### src/rtl/n_bit_serial_addsub.sv
// Digit-serial adder/subtractor: processes K bits per clock over N/K cycles,
// with the ripple carry held in a flop and a start/busy/done handshake.
module n_bit_serial_addsub #(
  parameter int N = 8,
  parameter int K = 2
) (
  input  logic         clk,
  input  logic         rst_n,
  input  logic         start,
  input  logic         sub,
  input  logic [N-1:0] A,
  input  logic [N-1:0] B,
  output logic         busy,
  output logic         done,
  output logic [N-1:0] Sum,
  output logic         Cout,
  output logic         Ovf
);

  localparam int DIGITS = N / K;
  localparam int CW     = (DIGITS > 1) ? $clog2(DIGITS) : 1;

  typedef enum logic [1:0] {
    IDLE = 2'd0,
    RUN  = 2'd1,
    DONE = 2'd2
  } state_t;

  state_t         r_state;
  state_t         w_state_nxt;
  logic [N-1:0]   r_opa;
  logic [N-1:0]   r_opb;
  logic           r_carry;
  logic [CW-1:0]  r_cnt;
  logic [N-1:0]   r_sum;
  logic           r_cout;
  logic           r_ovf;
  logic           r_amsb;
  logic           r_bmsb;

  logic           w_accept;
  logic           w_last;
  logic [K:0]     w_dig;
  logic [N+K-1:0] w_cat;
  logic [N-1:0]   w_sum_nxt;

  assign w_accept = start && ((r_state == IDLE) || (r_state == DONE));
  assign w_last   = (r_cnt == CW'(DIGITS - 1));
  assign w_dig    = {1'b0, r_opa[K-1:0]} + {1'b0, r_opb[K-1:0]} + {{K{1'b0}}, r_carry};
  // New digit enters at the MSB end so after N/K shifts the result is in natural order.
  assign w_cat     = {w_dig[K-1:0], r_sum};
  assign w_sum_nxt = w_cat[N+K-1:K];

  always_ff @(posedge clk or negedge rst_n) begin
    if (!rst_n) r_state <= IDLE;
    else        r_state <= w_state_nxt;
  end

  always_comb begin
    w_state_nxt = r_state;
    case (r_state)
      IDLE:    if (start) w_state_nxt = RUN;
      RUN:     if (w_last) w_state_nxt = DONE;
      DONE:    w_state_nxt = start ? RUN : IDLE;
      default: w_state_nxt = IDLE;
    endcase
  end

  always_ff @(posedge clk or negedge rst_n) begin
    if (!rst_n) begin
      r_opa   <= '0;
      r_opb   <= '0;
      r_carry <= 1'b0;
      r_cnt   <= '0;
      r_sum   <= '0;
      r_cout  <= 1'b0;
      r_ovf   <= 1'b0;
      r_amsb  <= 1'b0;
      r_bmsb  <= 1'b0;
    end else if (w_accept) begin
      // Subtraction is A + ~B + 1: invert B here and seed the carry with sub.
      r_opa   <= A;
      r_opb   <= sub ? ~B : B;
      r_carry <= sub;
      r_cnt   <= '0;
      r_amsb  <= A[N-1];
      r_bmsb  <= sub ? ~B[N-1] : B[N-1];
    end else if (r_state == RUN) begin
      r_opa   <= r_opa >> K;
      r_opb   <= r_opb >> K;
      r_sum   <= w_sum_nxt;
      r_carry <= w_dig[K];
      r_cnt   <= r_cnt + CW'(1);
      if (w_last) begin
        r_cout <= w_dig[K];
        r_ovf  <= (r_amsb == r_bmsb) && (w_sum_nxt[N-1] != r_amsb);
      end
    end
  end

  assign busy = (r_state == RUN);
  assign done = (r_state == DONE);
  assign Sum  = r_sum;
  assign Cout = r_cout;
  assign Ovf  = r_ovf;

endmodule

### config.mk
export PLATFORM = sky130hd
export DESIGN_NAME = n_bit_serial_addsub
export DESIGN_NICKNAME = d
export VERILOG_FILES = /design/src/rtl/n_bit_serial_addsub.sv
export SDC_FILE = /design/constraint.sdc
export NUM_CORES = 1
export LEC_CHECK = 0
export CAP_MARGIN = 0
export CORE_ASPECT_RATIO = 1.1
export CORE_MARGIN = 8
export CORE_UTILIZATION = 64
export CTS_BUF_LIST = sky130_fd_sc_hd__clkbuf_8
export CTS_CLUSTER_DIAMETER = 200
export CTS_CLUSTER_SIZE = 24
export DETAILED_ROUTE_END_ITERATION = 8
export DONT_BUFFER_PORTS = 1
export PLACE_DENSITY = 0.85
export SLEW_MARGIN = 20
export SYNTH_ARGS = -nofsm -noshare
export SYNTH_HDL_FRONTEND = slang
export SYNTH_SLANG_ARGS = --single-unit
### constraint.sdc
create_clock -name clk -period 2.6 [get_ports clk]
set_clock_uncertainty 0.2 [all_clocks]
set_input_delay 0.52 -clock clk [delete_from_list [all_inputs] [get_ports clk]]
set_output_delay 0.52 -clock clk [all_outputs]
set_load 0.05 [all_outputs]
==> results of run 1 <==
[power breakdown]
group	leakage (nW)	internal, mW	switching, mW	total [mW]
Combinational	0.302	0.318	0.477	0.796
Clock	0.0485	0.206	0.175	0.381
Sequential	0.416	0.743	0.403	1.15
[final cells by class]
type	instances	share of cell area (%)
inverters	7	1.66
flip-flops and latches	33	52.1
well taps	30	2.37
clock buffers	6	5.21
clock inverters	1	0.237
multi-input cells	90	35.1
repair buffers	5	3.31
[metal layers]
layer | vias to the layer above | share of wire [%] | GRT usage (%)
li1 | 474 | - | -
met1 | 527 | 42 | 19.2
met2 | 42 | 48 | 25.3
met3 | 7 | 8.7 | 6.81
met4 | 0 | 1.5 | 5.98
met5 | - | 0 | 0
[Yosys cell counts (2+ instances only)]
cell type and instances:
a221o_1 9, a22o_1 4, a22oi_1 4, buf_2 7
dfrtp_1 33, fa_1 2, inv_1 6, nand2_1 32
nand3_1 7, nor2_1 7, nor3_1 2, o21ai_1 4
xnor2_1 6, xor2_1 2
[per-stage QoR]
stage | setup WS [ns] | utilization, % | cell area [um^2] | hold slack, ns
6_report | 0.539 | 71.8 | 1590 | 0.157
5_1_grt | 0.423 | 71.8 | 1590 | 0.169
4_1_cts | 0.526 | 71.8 | 1590 | 0.156
3_5_place_dp | 0.528 | 66.6 | 1470 | 0.0253
3_3_place_gp | 0.602 | 66.6 | 1470 | 0.0258
2_1_floorplan | 0.626 | - | 1460 | 0.0244
[state kept, by name, summed over array words and instances (netlist names)]
name and cells:
Ovf 1, r_bmsb 1, Cout 1, r_carry 1
r_opb 8, r_cnt 2, r_state 2, r_opa 8
Sum 8, r_amsb 1
[worst max-delay path, stage by stage (launching register included)]
cell and delay (ns):
dfrtp_1 0.36, inv_1 0.06, fa_1 0.40, fa_1 0.48, or3_1 0.32, a31oi_1 0.16
[cell families (layout without fill, tap and decap cells)]
logic type,after synthesis,after routing
simple gates,55,55
fa+ha+maj,3,3
flops,33,33
compound gates,24,24
buf+inv,15,19
xor+xnor,8,8
[path summary, 6_finish.rpt]
kind,startpoint,to,slack (ns),cells after the start
max in group asynchronous,rst_n,r_opa[7],1.55,2
setup / recovery,r_opb[0],Ovf,0.54,5
hold reg to reg,r_cnt[0],r_cnt[0],0.29,1
min in group asynchronous,rst_n,Sum[1],0.48,2
hold / removal,A[7],r_amsb,0.16,2
setup reg to reg,r_opb[0],Ovf,0.54,5
==> impl_metrics.yaml, run 1 <==
cts:
  cts_tree: "built"
  cts_max_level: 2
  cts_buffers: 5
  clkLatencyLatePin_ns: 0.28
  post_cts_resized: 0
  ctsHoldBuffers: 2
  cts.sink_count: 33
  clk_pin_slew_worst_paths_ns: 0.06
  post_cts_buffers: 0
  root_buffer: "clkbuf_8"
  clockBufferDepth: 2
placed_design:
  io_buffers: 0
  hpwlAfterDp_um: 2090
  place_inst: 163
  place_congestion: 0.761
yosys:
  synth_warnings: 0
  synth-seq-cells: 33
  synth_top_cell_by_area: "dfrtp_1"
  synth_top_area_share_pct: 56.7
  synth_top_family_by_area: "simple AND/OR/NAND/NOR gates"
  synth_cells: 138
  yosysSeqAreaShare_pct: 56.7
  synth.avg_cell_area_um2: 10.5
  synth_mux_area_share_pct: 0
  synth_xor_area_share_pct: 4.82
  synthSimpleGateAreaFrac_pct: 16.7
  synth_compound_area_share_pct: 13.2
  synth_fa_ha_area_share_pct: 3.61
  synth_nets: 161
  synthTopCellsByArea: "dfrtp_1 (57%), nand2_1 (8.3%), a221o_1 (6.2%)"
  ys_async_sr_fraction_pct: 100
  synth_area_mm2: 0.00146
  yosys.cell_types.count: 27
  synth_edf_count: 0
  synthFlopType: "dfrtp_1"
final_layout:
  instances_no_fill: 172
  seq_area_um2: 826
  fillers: 173
  fin_nets: 165
  layout_common_cells: "dfrtp_1 (33), nand2_1 (32), a221o_1 (9)"
  num_antenna_cells: 0
  layout-drive-gt1-share_pct: 9.86
  final_common_cell: "dfrtp_1"
  areaGrowthSynthToFinish_pct: 8.94
  multi_input_area_um2: 557
worst_setup_path:
  worstPathMaxFanout: 3
  crit_arrival_ns: 2.06
  cp-end-kind: "flip-flop"
  startpoint_type: "flip-flop"
  crit_type: "flip-flop to flip-flop"
  cp_data_required_time_ns: 2.60
global_route:
  antenna_found_initial: 0
  grt_pass1_wl_um: 4870
  grt_pass1_vias: 1066
  grt_usage_pct: 16.2
  gr-total-overflow: 0
  grt_max_degree: 34
timing:
  fin_tns_setup_ns: 0
  slew_viol_final: 0
  worst_pin_slew_ns: 0.515
  fmax_mhz: 485
  period_minus_slack_ns: 2.06
  slew_headroom_pct: 65.7
  setup_violations: 0
  hold_viol: 0
  rsz0062_at_grt: "no"
  period_share_pct: 79.3
die:
  core_mm2: 0.00221
  ios: 32
  die_area_mm2: 0.00406
  rows: 18
  die_x_um: 61.5
  start_util_pct: 65.9
  die_h_um: 66.0
route:
  dr.pass1.iters: 4
  vias: 1050
  post_drt_wl_per_cell_um: 17.3
  post-route-drc-count: 0
  ant_nets: 0
  drt-initial-drc-count: 78
  vias_per_cell: 6.10
  drt_wl_total_um: 2970
pwr:
  finalPower_mw: 2.32
  leakage_nw: 0.767
  power_density_mw_per_mm2: 1460
  max-vdd-ir-drop_mv: 0.967
min_path:
  hold_class: "input pin to flip-flop"
status:
  outcome: "complete, no violations"
run:
  maxCapViolCount: 0
Note: power is estimated with default switching activity, not from simulation.
==> inputs of run 2 (changes only) <==
==> constraint.sdc (replaced) <==
create_clock -name clk -period 2.1 [get_ports clk]
set_clock_uncertainty 0.2 [all_clocks]
set_input_delay 0.42 -clock clk [delete_from_list [all_inputs] [get_ports clk]]
set_output_delay 0.42 -clock clk [all_outputs]
set_load 0.05 [all_outputs]
==> run 2 against run 1 <==
Fmax up 1.1%. Cell count up 1.2%. Wire length down 5.4%. Critical path type unchanged. Clock-buffer cell count down 1. Largest power group unchanged.
==> impl_metrics.yaml, run 2 (synthesized netlist as in run 1, its figures left out) <==
die:
  core_mm2: 0.00221
  die_h_um: 66.0
  die_x_um: 61.5
  rows: 18
  start_util_pct: 65.9
  die_area_mm2: 0.00406
  ios: 32
cts:
  cts_max_level: 2
  clockBufferDepth: 2
  cts.sink_count: 33
  cts_buffers: 5
  cts_tree: "built"
  root_buffer: "clkbuf_8"
  clkLatencyLatePin_ns: 0.28
  clk_pin_slew_worst_paths_ns: 0.07
final_layout:
  instances_no_fill: 174
  fillers: 164
  layout-drive-gt1-share_pct: 11.8
  layout_common_cells: "dfrtp_1 (33), nand2_1 (32), a221o_1 (9)"
  final_common_cell: "dfrtp_1"
  fin_nets: 166
  seq_area_um2: 826
  fin_util_pct: 72.7
  multi_input_area_um2: 559
  num_antenna_cells: 0
  areaGrowthSynthToFinish_pct: 10.2
worst_setup_path:
  startpoint_type: "flip-flop"
  cpLargestDelayFamily: "adder cells"
  worstPathMaxFanout: 3
  path_cells: "inv_1 > fa_2 > fa_1 > or3_1 > a31oi_1"
  crit_type: "flip-flop to flip-flop"
  crit_arrival_ns: 2.03
  slowest_stage: "fa_1"
  cpPeakStageDelay_ns: 0.50
  cp-end-kind: "flip-flop"
  path_buf_inv: 1
  r2r_slack_ns: 0.06
  cp_data_required_time_ns: 2.09
timing:
  worst_pin_slew_ns: 0.509
  hold_viol: 0
  period_minus_slack_ns: 2.04
  fmax_mhz: 490
  rsz0062_at_grt: "no"
  slew_headroom_pct: 66.1
  fin_tns_setup_ns: 0
  slew_viol_final: 0
  setup_violations: 0
  period_share_pct: 97.1
run:
  maxCapViolCount: 0
route:
  dr.pass1.iters: 4
  vias_per_cell: 5.79
  vias: 1008
  post_drt_wl_per_cell_um: 16.2
  post-route-drc-count: 0
  drt_wl_total_um: 2810
  drt-initial-drc-count: 62
  ant_nets: 0
pwr:
  p_clk_share_pct: 15.1
  power_density_mw_per_mm2: 1800
  p_sw_mw: 1.30
  swShare_pct: 45.1
  finalPower_mw: 2.88
  seqPwrFrac_pct: 48.9
  intPower_mw: 1.58
  max-vdd-ir-drop_mv: 1.18
  comb_power_share_pct: 36.0
  leakage_nw: 0.777
global_route:
  grt_pass1_wl_um: 4650
  grt_max_degree: 34
  grt_usage_pct: 15.2
  gr-total-overflow: 0
  antenna_found_initial: 0
  grt_pass1_vias: 1035
placed_design:
  hpwlAfterDp_um: 1990
  place_inst: 163
  place_congestion: 0.736
  io_buffers: 0
min_path:
  hold_class: "input pin to flip-flop"
status:
  outcome: "complete, no violations"
-- run 2: cell types whose count changed in the layout (fill, tap and decap cells not counted), sizes merged --
cell / previous run / this run
buf: 4 / 5
clkinv: 0 / 2
clkbuf: 6 / 5
-- run 2: final timing paths --
path / start / to / depth (start not counted)
hold / removal: A[7] / r_amsb / 2
setup reg to reg: r_opb[0] / Ovf / 5
max in group asynchronous: rst_n / r_opa[0] / 2
setup / recovery: r_opb[0] / Ovf / 5
min in group asynchronous: rst_n / Sum[0] / 2
hold reg to reg: r_cnt[0] / r_cnt[0] / 1
-- run 2: per-layer routing --
metal | track usage (%) | vias up | routed length (um)
li1 | - | 478 | -
met1 | 18.7 | 487 | 1210
met2 | 23.4 | 38 | 1320
met3 | 5.45 | 5 | 244
met4 | 6.27 | 0 | 36
met5 | 0 | - | 0
-- run 2: cell type report --
class | instances | share of cell area, %
tap | 30 | 2.34
clock inverter | 3 | 0.858
clock buffer | 5 | 4.29
multi-input combinational | 90 | 34.9
sequential | 33 | 51.5
timing repair buffer | 6 | 4.52
inverter | 7 | 1.64
-- run 2: repair_timing --
action / 4_1_cts / 5_1_grt
buffers inserted: 0 / 1
hold buffers: 2 / 0
hold endpoints to repair: 33 / 0
resized for setup: 0 / 1
setup endpoints to repair: 0 / 1
-- run 2: power by group through the flow --
stage	registers, mW	logic [mW]	clock network, mW
after floorplan	1.36	0.833	0
after global placement	1.41	0.958	0
after global routing	1.45	1.15	0.472
after detailed placement	1.42	1.00	0
final	1.41	1.04	0.435
after CTS	1.41	1.02	0.446
-- run 2: through the flow --
step	worst slack, ns	hold slack, ns	instance area (um^2)
finish	0.0606	0.0518	1600
global route	0.00460	0.0478	1600
CTS	0.0476	0.0471	1590
detailed placement	0.0472	-0.0744	1480
global placement	0.103	-0.0742	1480
floorplan	0.126	-0.0756	1460
-- run 2: worst register-to-register path, cell delays in order (launching register included) --
cell and delay (ns):
dfrtp_1 0.35, inv_1 0.06, fa_2 0.36, fa_1 0.50, or3_1 0.32, a31oi_1 0.17
==> inputs of run 3 (changes only) <==
--- a/config.mk
+++ b/config.mk
@@ -8,13 +8,13 @@
 export CAP_MARGIN = 0
 export CORE_ASPECT_RATIO = 1.1
 export CORE_MARGIN = 8
-export CORE_UTILIZATION = 64
+export CORE_UTILIZATION = 40
 export CTS_BUF_LIST = sky130_fd_sc_hd__clkbuf_8
 export CTS_CLUSTER_DIAMETER = 200
 export CTS_CLUSTER_SIZE = 24
 export DETAILED_ROUTE_END_ITERATION = 8
 export DONT_BUFFER_PORTS = 1
-export PLACE_DENSITY = 0.85
+export PLACE_DENSITY = 0.59
 export SLEW_MARGIN = 20
 export SYNTH_ARGS = -nofsm -noshare
 export SYNTH_HDL_FRONTEND = slang
==> run 3 against run 2 <==
Sequential cell count stayed put. Via count fell by 1.9%. Cell count increased by 11%. Wire length increased by 7.4%.
==> impl_metrics.yaml, run 3 (synthesized netlist as in run 1, its figures left out) <==
status:
  outcome: "complete, no violations"
timing:
  setup_violations: 0
  fmax_mhz: 494
  slew_headroom_pct: 65.8
  period_share_pct: 96.4
  fin_ws_ns: 0.0763
  fin_tns_setup_ns: 0
  worst_pin_slew_ns: 0.513
  hold_viol: 0
  period_minus_slack_ns: 2.02
  worst_hold_slack_ns: 0.0559
  slew_viol_final: 0
placed_design:
  hpwlAfterDp_um: 2150
  io_buffers: 0
  place_inst: 183
  place_area_mm2: 0.00151
  place_ws_ns: 0.0588
  place_congestion: 0.706
worst_setup_path:
  path_buf_inv: 1
  cp_data_required_time_ns: 2.11
  cp-end-kind: "flip-flop"
  startpoint_type: "flip-flop"
  cpPeakStageDelay_ns: 0.48
  crit_type: "flip-flop to flip-flop"
  path_cells: "inv_1 > fa_2 > fa_1 > or3_1 > a31oi_1"
  cpLargestDelayFamily: "adder cells"
  crit_arrival_ns: 2.03
  worstPathMaxFanout: 2
  slowest_stage: "fa_1"
die:
  rows: 23
  ios: 32
  die_area_mm2: 0.00583
  die_h_um: 79.3
  core_mm2: 0.00357
  die_x_um: 73.5
  start_util_pct: 40.8
final_layout:
  areaGrowthSynthToFinish_pct: 12.2
  finalInstanceArea_mm2: 0.00163
  final_common_cell: "dfrtp_1"
  num_antenna_cells: 0
  fin_util_pct: 45.8
  fin_nets: 166
  instances_no_fill: 193
  layout-drive-gt1-share_pct: 11.2
  layout_common_cells: "dfrtp_1 (33), nand2_1 (32), a221o_1 (9)"
  fillers: 371
route:
  dr.pass1.iters: 4
  ant_nets: 0
  drt-initial-drc-count: 51
  post-route-drc-count: 0
  drt_wl_total_um: 3020
  vias_per_cell: 5.12
  post_drt_wl_per_cell_um: 15.6
  vias: 989
cts:
  clkLatencyLatePin_ns: 0.28
  cts_max_level: 2
  root_buffer: "clkbuf_8"
  clockBufferDepth: 2
  cts_buffers: 5
  cts.sink_count: 33
  cts_tree: "built"
  clk_pin_slew_worst_paths_ns: 0.07
global_route:
  grt_pass1_vias: 1026
  grt_pass1_wl_um: 4990
  grt_usage_pct: 11.2
  antenna_found_initial: 0
  gr-total-overflow: 0
  grt_max_degree: 34
pwr:
  max-vdd-ir-drop_mv: 0.569
  power_density_mw_per_mm2: 1810
  leakage_nw: 0.776
  finalPower_mw: 2.95
min_path:
  hold_class: "input pin to flip-flop"
run:
  maxCapViolCount: 0
[run 3: routing by layer]
layer	share of wire, %	wire [um]	up-vias	global-route usage [%]
met5	0	0	-	0
met2	48	1450	32	17.7
met4	1.5	44	0	4.20
met3	9.3	281	5	6.30
li1	-	-	473	-
met1	41	1240	479	12.3
[run 3: repair_timing]
item                       4_1_cts  5_1_grt
hold buffers                     2        0
setup endpoints to repair        0        1
hold endpoints to repair        33        0
buffers inserted                 0        1
gates resized for setup          0        1
[run 3: area by class of cell]
type / count / area [um^2] / share of cell area (%)
Inverter: 7 / 26.3 / 1.61
Timing Repair Buffer: 6 / 72.6 / 4.44
Clock buffer: 6 / 82.6 / 5.06
Multi-Input combinational cell: 90 / 559 / 34.3
Clock inverter: 1 / 3.75 / 0.230
Sequential cell: 33 / 826 / 50.6
Tap cell: 50 / 62.6 / 3.83
[run 3: worst reg2reg max path, delay by kind of cell (launching register included)]
family                     cells  cell delay (ns)
AOI/OAI and AO/OA              1             0.16
and+or+nand+nor                1             0.33
buffers and inverters          1             0.07
DFF                            1             0.33
adders and majority gates      2             0.87
[run 3: final timing paths]
path                       depth (start not counted)  slack, ns     start       end
hold / removal                                     2       0.06      A[7]    r_amsb
max in group asynchronous                          2       1.15     rst_n  r_opa[4]
hold reg to reg                                    1       0.29  r_cnt[0]  r_cnt[0]
setup / recovery                                   5       0.08  r_opa[0]       Ovf
min in group asynchronous                          2       0.38     rst_n    Sum[2]
setup reg to reg                                   5       0.08  r_opa[0]       Ovf
[run 3: power by group]
group	switching (mW)	internal (mW)	leakage [nW]
clock	0.217	0.255	0.0485
combinational	0.603	0.461	0.312
sequential	0.492	0.920	0.416
